--- config.mk ---
export PLATFORM = sky130hd
export DESIGN_NAME = bsg_one_fifo
export DESIGN_NICKNAME = d
export VERILOG_FILES = /design/src/rtl/test_bsg_loopback_pkg.sv /design/src/rtl/bsg_one_fifo.sv
export SDC_FILE = /design/constraint.sdc
export NUM_CORES = 1
export LEC_CHECK = 0
export CAP_MARGIN = 10
export CORE_AREA = 2 2 60 62
export DETAILED_ROUTE_END_ITERATION = 12
export DIE_AREA = 0 0 62 64
export PLACE_DENSITY_LB_ADDON = 0.3
export SYNTH_ARGS = -nofsm -noshare
export SYNTH_HDL_FRONTEND = slang
export SYNTH_SLANG_ARGS = --single-unit
--- constraint.sdc ---
create_clock -name clk_i -period 2.99 [get_ports clk_i]
set_clock_uncertainty 0.2 [all_clocks]
set_input_delay 0.4485 -clock clk_i [delete_from_list [all_inputs] [get_ports clk_i]]
set_output_delay 0.4485 -clock clk_i [all_outputs]
set_load 0.05 [all_outputs]
--- src/rtl/test_bsg_loopback_pkg.sv ---
// Shared defaults and flit/header layouts for the loopback traffic channel.
// A flit is packed LSB first as cord, then len, then zero-extended data.
package test_bsg_loopback_pkg;

  localparam int lb_flit_width_lp    = 32;
  localparam int lb_cord_width_lp    = 5;
  localparam int lb_len_width_lp     = 2;
  localparam int lb_num_channels_lp  = 2;
  localparam int lb_channel_width_lp = 8;
  localparam int lb_data_width_lp    = lb_num_channels_lp * lb_channel_width_lp;
  localparam int lb_field_width_lp   = lb_flit_width_lp - lb_cord_width_lp - lb_len_width_lp;

  typedef struct packed {
    logic [lb_len_width_lp-1:0]  len;
    logic [lb_cord_width_lp-1:0] cord;
  } lb_hdr_s;

  typedef struct packed {
    logic [lb_field_width_lp-1:0] data;
    lb_hdr_s                      hdr;
  } lb_flit_s;

  function automatic lb_flit_s lb_make_flit(input logic [lb_data_width_lp-1:0] data,
                                            input logic [lb_cord_width_lp-1:0] cord);
    lb_flit_s f;
    f.data     = lb_field_width_lp'(data);
    f.hdr.len  = {lb_len_width_lp{1'b0}};
    f.hdr.cord = cord;
    return f;
  endfunction

endpackage

--- src/rtl/bsg_one_fifo.sv ---
// Single-entry valid/ready buffer: accepts only when empty, so enqueue and
// dequeue are never simultaneous.
module bsg_one_fifo
  import test_bsg_loopback_pkg::*;
#(
  parameter int width_p = lb_flit_width_lp
) (
  input  logic               clk_i,
  input  logic               reset_n_i,
  input  logic               v_i,
  input  logic [width_p-1:0] data_i,
  output logic               ready_and_o,
  output logic               v_o,
  output logic [width_p-1:0] data_o,
  input  logic               yumi_i
);

  logic               r_full;
  logic [width_p-1:0] r_data;
  logic               w_enq;

  assign w_enq       = v_i & ~r_full;
  assign ready_and_o = ~r_full;
  assign v_o         = r_full;
  assign data_o      = r_data;

  // occupancy flag and storage word
  always_ff @(posedge clk_i or negedge reset_n_i) begin
    if (!reset_n_i) begin
      r_full <= 1'b0;
      r_data <= {width_p{1'b0}};
    end else if (w_enq) begin
      r_full <= 1'b1;
      r_data <= data_i;
    end else if (yumi_i) begin
      r_full <= 1'b0;
    end else begin
      r_full <= r_full;
    end
  end

endmodule

==> results.cfg <==
[grt]
grtUsageMet1_pct = 19.4
grt.busiest_layer = met2
globalRouteOverflowTotal = 0
grt_pass1_vias = 942
grt_util_met2_pct = 24.6
grt_use_met3_pct = 5.47
grt_max_degree = 34
grt_first_pass_wirelength_mm = 4.45
grt_usage_pct = 15.6
antenna_found_initial = 0

[cells_and_area]
area_growth_pct = 58.7
diodes = 0
num-nets-final = 183
instances_no_fill = 194
nFillCells = 280
drive_above_1_share_pct = 29.1

[yosys]
ys_seq_elements = 33
yosysSeqAreaShare_pct = 60.8
yosysUniqueCellTypes = 7
syn_nets = 108
syn_area_sq_um = 1360
syn_area_per_cell_sq_um = 18.9
ys_warn_count = 0
syn_inst = 72

[sta]
tightest_slew_ns = 0.519
fmax_mhz = 435
layout_min_cycle_time_ns = 2.30
report.final.slew_viol_count = 0
setup_viol = 0
finalWorstSetupSlack_ns = 0.693
rsz0062_at_grt = false
finalHoldViolCount = 0
fin_setup_tns_ns = 0
slew-limit-headroom_pct = 65.3
fin_crit_sh_pct = 76.8

[worst_setup_path]
cpPeakStageDelay_ns = 0.81
r2r_slack_ns = 1.26
cp-start-kind = flop
reg2reg_from = v_o
crit_arrival_ns = 1.65
crit_family = buffers and inverters
slowest_stage = clkdlybuf4s50_1
criticalPathCategory = reg -> out
worst_setup_path_end_kind = output pin
r2r_cells = 3
worst-path-buf-inv = 2
rr_endpoint = data_o[3]
cp_num_cells = 2
critPathLaunch = v_o
crit_required_ns = 2.34
cp_max_fo = 3
path_cells = inv_1, clkdlybuf4s50_1

[power]
power.leakage_nw = 0.952
p_per_area_nw_per_um2 = 772
fin_total_pwr_mw = 1.66
ir_worst_vdd_mv = 0.336

[floorplanning]
die_width_microns = 62
io_pins = 70
start_util_pct = 41.3
rows = 21
dieArea_sq_um = 3970
core_sq_um = 3280
dieHeight_microns = 64

[drt]
wl_per_cell_microns = 14.8
drtPass1Iterations = 2
drc_errors = 0
antenna_left = 0
vias = 872
drt_iter0_drc = 25
routed_wl_mm = 2.87
via_per_inst = 4.49

[clocking]
cts.sinks = 33
clock_tree.root_cell = clkbuf_4
insertion_delay_ns = 0.30
cts_tree = built
cts_setup_buffers = 0
cts_resized = 0
h-tree-depth = 2
clk_path_buf_depth = 2
cts_hold_buffers = 0
cts_inserted_buffers = 5
path_clk_slew_ns = 0.10

[job]
drv_cap = 0

[placed_design]
routabilityCongestion = 0.717
port_buffers = 69
place_ws_ns = 0.751
dp_hpwl_mm = 2.16
place_inst = 186

[status]
status = finished, final reports clean

[worst_hold_path]
hold_depth = 1
hold_path.class = reg -> reg
hp-start = data_o[12]
worstHoldEndpoint = data_o[12]
## layout make-up
| class | instances | area [sq um] | share of cell area (%) |
|---|---|---|---|
| Clock buffer | 6 | 41.3 | 1.92 |
| Clock inverter | 2 | 10.0 | 0.465 |
| Inverter | 1 | 3.75 | 0.174 |
| Multi-Input combinational cell | 34 | 490 | 22.8 |
| Sequential cell | 33 | 826 | 38.3 |
| Tap cell | 46 | 57.6 | 2.67 |
| Timing Repair Buffer | 72 | 726 | 33.7 |
## metal layers
metal	share of wire (%)	vias to the layer above
met5	0	-
met4	0.63	0
met3	6.6	2
met2	52	32
met1	41	443
li1	-	395
## through the flow
step	cell area (sq um)	hold slack [ns]	util [%]
after detailed placement	2100	0.294	64.0
final	2150	0.315	65.6
after global placement	2100	0.294	64.0
after CTS	2150	0.320	65.6
after floorplan	1360	-0.0471	-
after global routing	2150	0.341	65.6
## synth_stat cells
cell	n	share of area, %
buf_6	4	3.3
dfrtp_1	33	61
inv_1	1	0.28
mux2_2	3	2.5
mux2_4	29	32
nor2b_1	1	0.46
o21bai_1	1	0.55
## flip-flops by register name, indices dropped and copies added (netlist names)
| register | flops |
|---|---|
| v_o | 1 |
| data_o | 32 |
## worst max-delay path by stage
stage / to / slack, ns
detailed placement: data_o[3] / 0.75
CTS: ready_and_o / 0.66
global route: ready_and_o / 0.62
global placement: data_o[5] / 0.77
finish: ready_and_o / 0.69
floorplan: data_o[0] / 1.32
## cells by family after synthesis
kind of cell | share of synthesized area (%)
compound gates | 0.553
flops | 60.8
mux | 34.6
simple gates | 0.461
buf+inv | 3.59
## power breakdown
| part | internal, mW | switching, mW | total, mW |
|---|---|---|---|
| registers | 0.546 | 0.0619 | 0.608 |
| clock network | 0.0895 | 0.137 | 0.227 |
| logic | 0.351 | 0.477 | 0.828 |
| total | 0.987 | 0.676 | 1.66 |
## placed cells by master, fill, tap and decap left out
cell type	n
mux2_4	29
inv_1	1
buf_12	1
o21bai_1	1
clkdlybuf4s50_1	69
buf_4	2
clkbuf_4	5
dfrtp_1	33
nor2b_4	1
clkinv_2	2
clkbuf_1	1
mux2_2	3
(Power assumes the default switching activity.)
==> patch (same settings) <==
Reset style: synchronous (`reset_n_i`), changed in one clocked block.
--- a/src/rtl/bsg_one_fifo.sv
+++ b/src/rtl/bsg_one_fifo.sv
@@ -27,3 +27,3 @@
   // occupancy flag and storage word
-  always_ff @(posedge clk_i or negedge reset_n_i) begin
+  always_ff @(posedge clk_i) begin
     if (!reset_n_i) begin
Function: differs if reset_n_i is asserted again (counterexample within 4 cycles, from zero or initial values and one cycle with reset_n_i low); with reset_n_i held inactive, the same outputs for 10 cycles.
==> patch against the unedited design <==
  * Sequential cell count unchanged
  * Hold slack worse by 0.055 ns
  * Wire length up 4.0%
  * Fmax up 2.6%
  * Die area unchanged
  * Largest cell class is now non-clock buffers
  * Critical endpoint is now v_o
  * First-iteration DRC count up 120%
  * Sequential share of layout area down 6.2 points
  * Area after synthesis down 0.18%
  * Worst setup slack better by 0.057 ns
  * Cell area down 4.5%
Power is not compared: it rests on default switching activity, and its combinational part moved more than twofold at a synthesized area within 25%.
==> patch: results (changes against the unedited design) <==
| Metric | Value |
|---|---|
| Initial DRC count | `54 (+120%)` |
| Layout clock buffer count | `7 (+1)` |
| Wire per inst | `11.6 um (-21%)` |
| Ys flop type | `dfxtp_1` |
| Synth top area cells | `dfxtp_1, mux2i_1, nand2_1, buf_12, buf_2` |
| Fraction of area in multi-input gates | `28.6% (+5.8 points)` |
| Vias after detailed routing | `1149 (+32%)` |
| Fraction of layout cells with a size suffix above 1 | `4.29% (-25 points)` |
| Worst Setup SP | `v_o` |
| Non-clock buffer count | `70 (-2.8%)` |
| Hold path depth | `2 (+1)` |
| # placed instances | `249 (+34%)` |
| Routed length on met3 | `240 um (+28%)` |
| Status | `complete, no violations` |
| Post-Place Cell Area | `0.00200 mm^2 (-4.8%)` |
| Mean post-synth cell area | `9.41 um^2 (-50%)` |
| Synth unique cells | `11 (+4)` |
| WL final | `2.98 mm (+4.0%)` |
| HP Start | `data_o[24]` |
| Met2 wire length | `1.44 mm (-3.3%)` |
| Grt met1 use | `17.3% (-2.1 points)` |
| Sequential cell area share | `32.1% (-6.2 points)` |
| Total track usage | `16.5% (+0.89 points)` |
| Clock-cell share | `2.67% (+0.29 points)` |
| Crit path largest cell delay | `0.84 ns (+0.03 ns)` |
| Critical path endpoint | `v_o` |
| Largest net degree at the start of global routing | `66 (+94%)` |
| M1 wire length | `1.25 mm (+7.0%)` |
| Reg-to-reg slack, setup | `1.52 ns (+0.26 ns)` |
| Register area share after synthesis | `48.8% (-12 points)` |
| Layout fillers | `295 (+5.4%)` |
| #MultiIn Comb | `99 (+190%)` |
| Post-Syn Nets | `180 (+67%)` |
| Asr flop ratio synth | `0% (-100 points)` |
| Signal buffers share of area | `33.7% (about the same)` |
| Met2 Usage GRT | `28.1% (+3.5 points)` |
| M3 GR Usage | `5.87% (+0.40 points)` |
| Slew @ Worst Pin | `0.991 ns (+0.472 ns)` |
patch: changes by cell type in the layout (fill, tap and decap cells not counted), sizes merged:
cell / before / now
dfrtp: 33 / 0
o21bai: 1 / 0
mux2: 32 / 0
clkbuf: 6 / 7
mux2i: 0 / 32
nand2: 0 / 65
o211a: 0 / 1
buf: 3 / 2
clkinv: 2 / 0
clkdlybuf4s50: 69 / 68
dfxtp: 0 / 33
patch: kinds of logic after synthesis:
group	share of synthesized area [%]
and+or+nand+nor	18.7
buffers and inverters	8.22
AOI/OAI and AO/OA	0.739
DFF	48.8
muxes	23.6
patch: metrics by stage:
step | power (mW) | utilization [%] | setup slack [ns]
4_1_cts | 1.04 | 62.7 | 0.731
3_3_place_gp | 0.783 | 61.0 | 0.984
3_5_place_dp | 0.789 | 61.0 | 0.910
2_1_floorplan | 0.686 | - | 1.30
5_1_grt | 1.08 | 62.7 | 0.691
6_report | 1.03 | 62.7 | 0.750
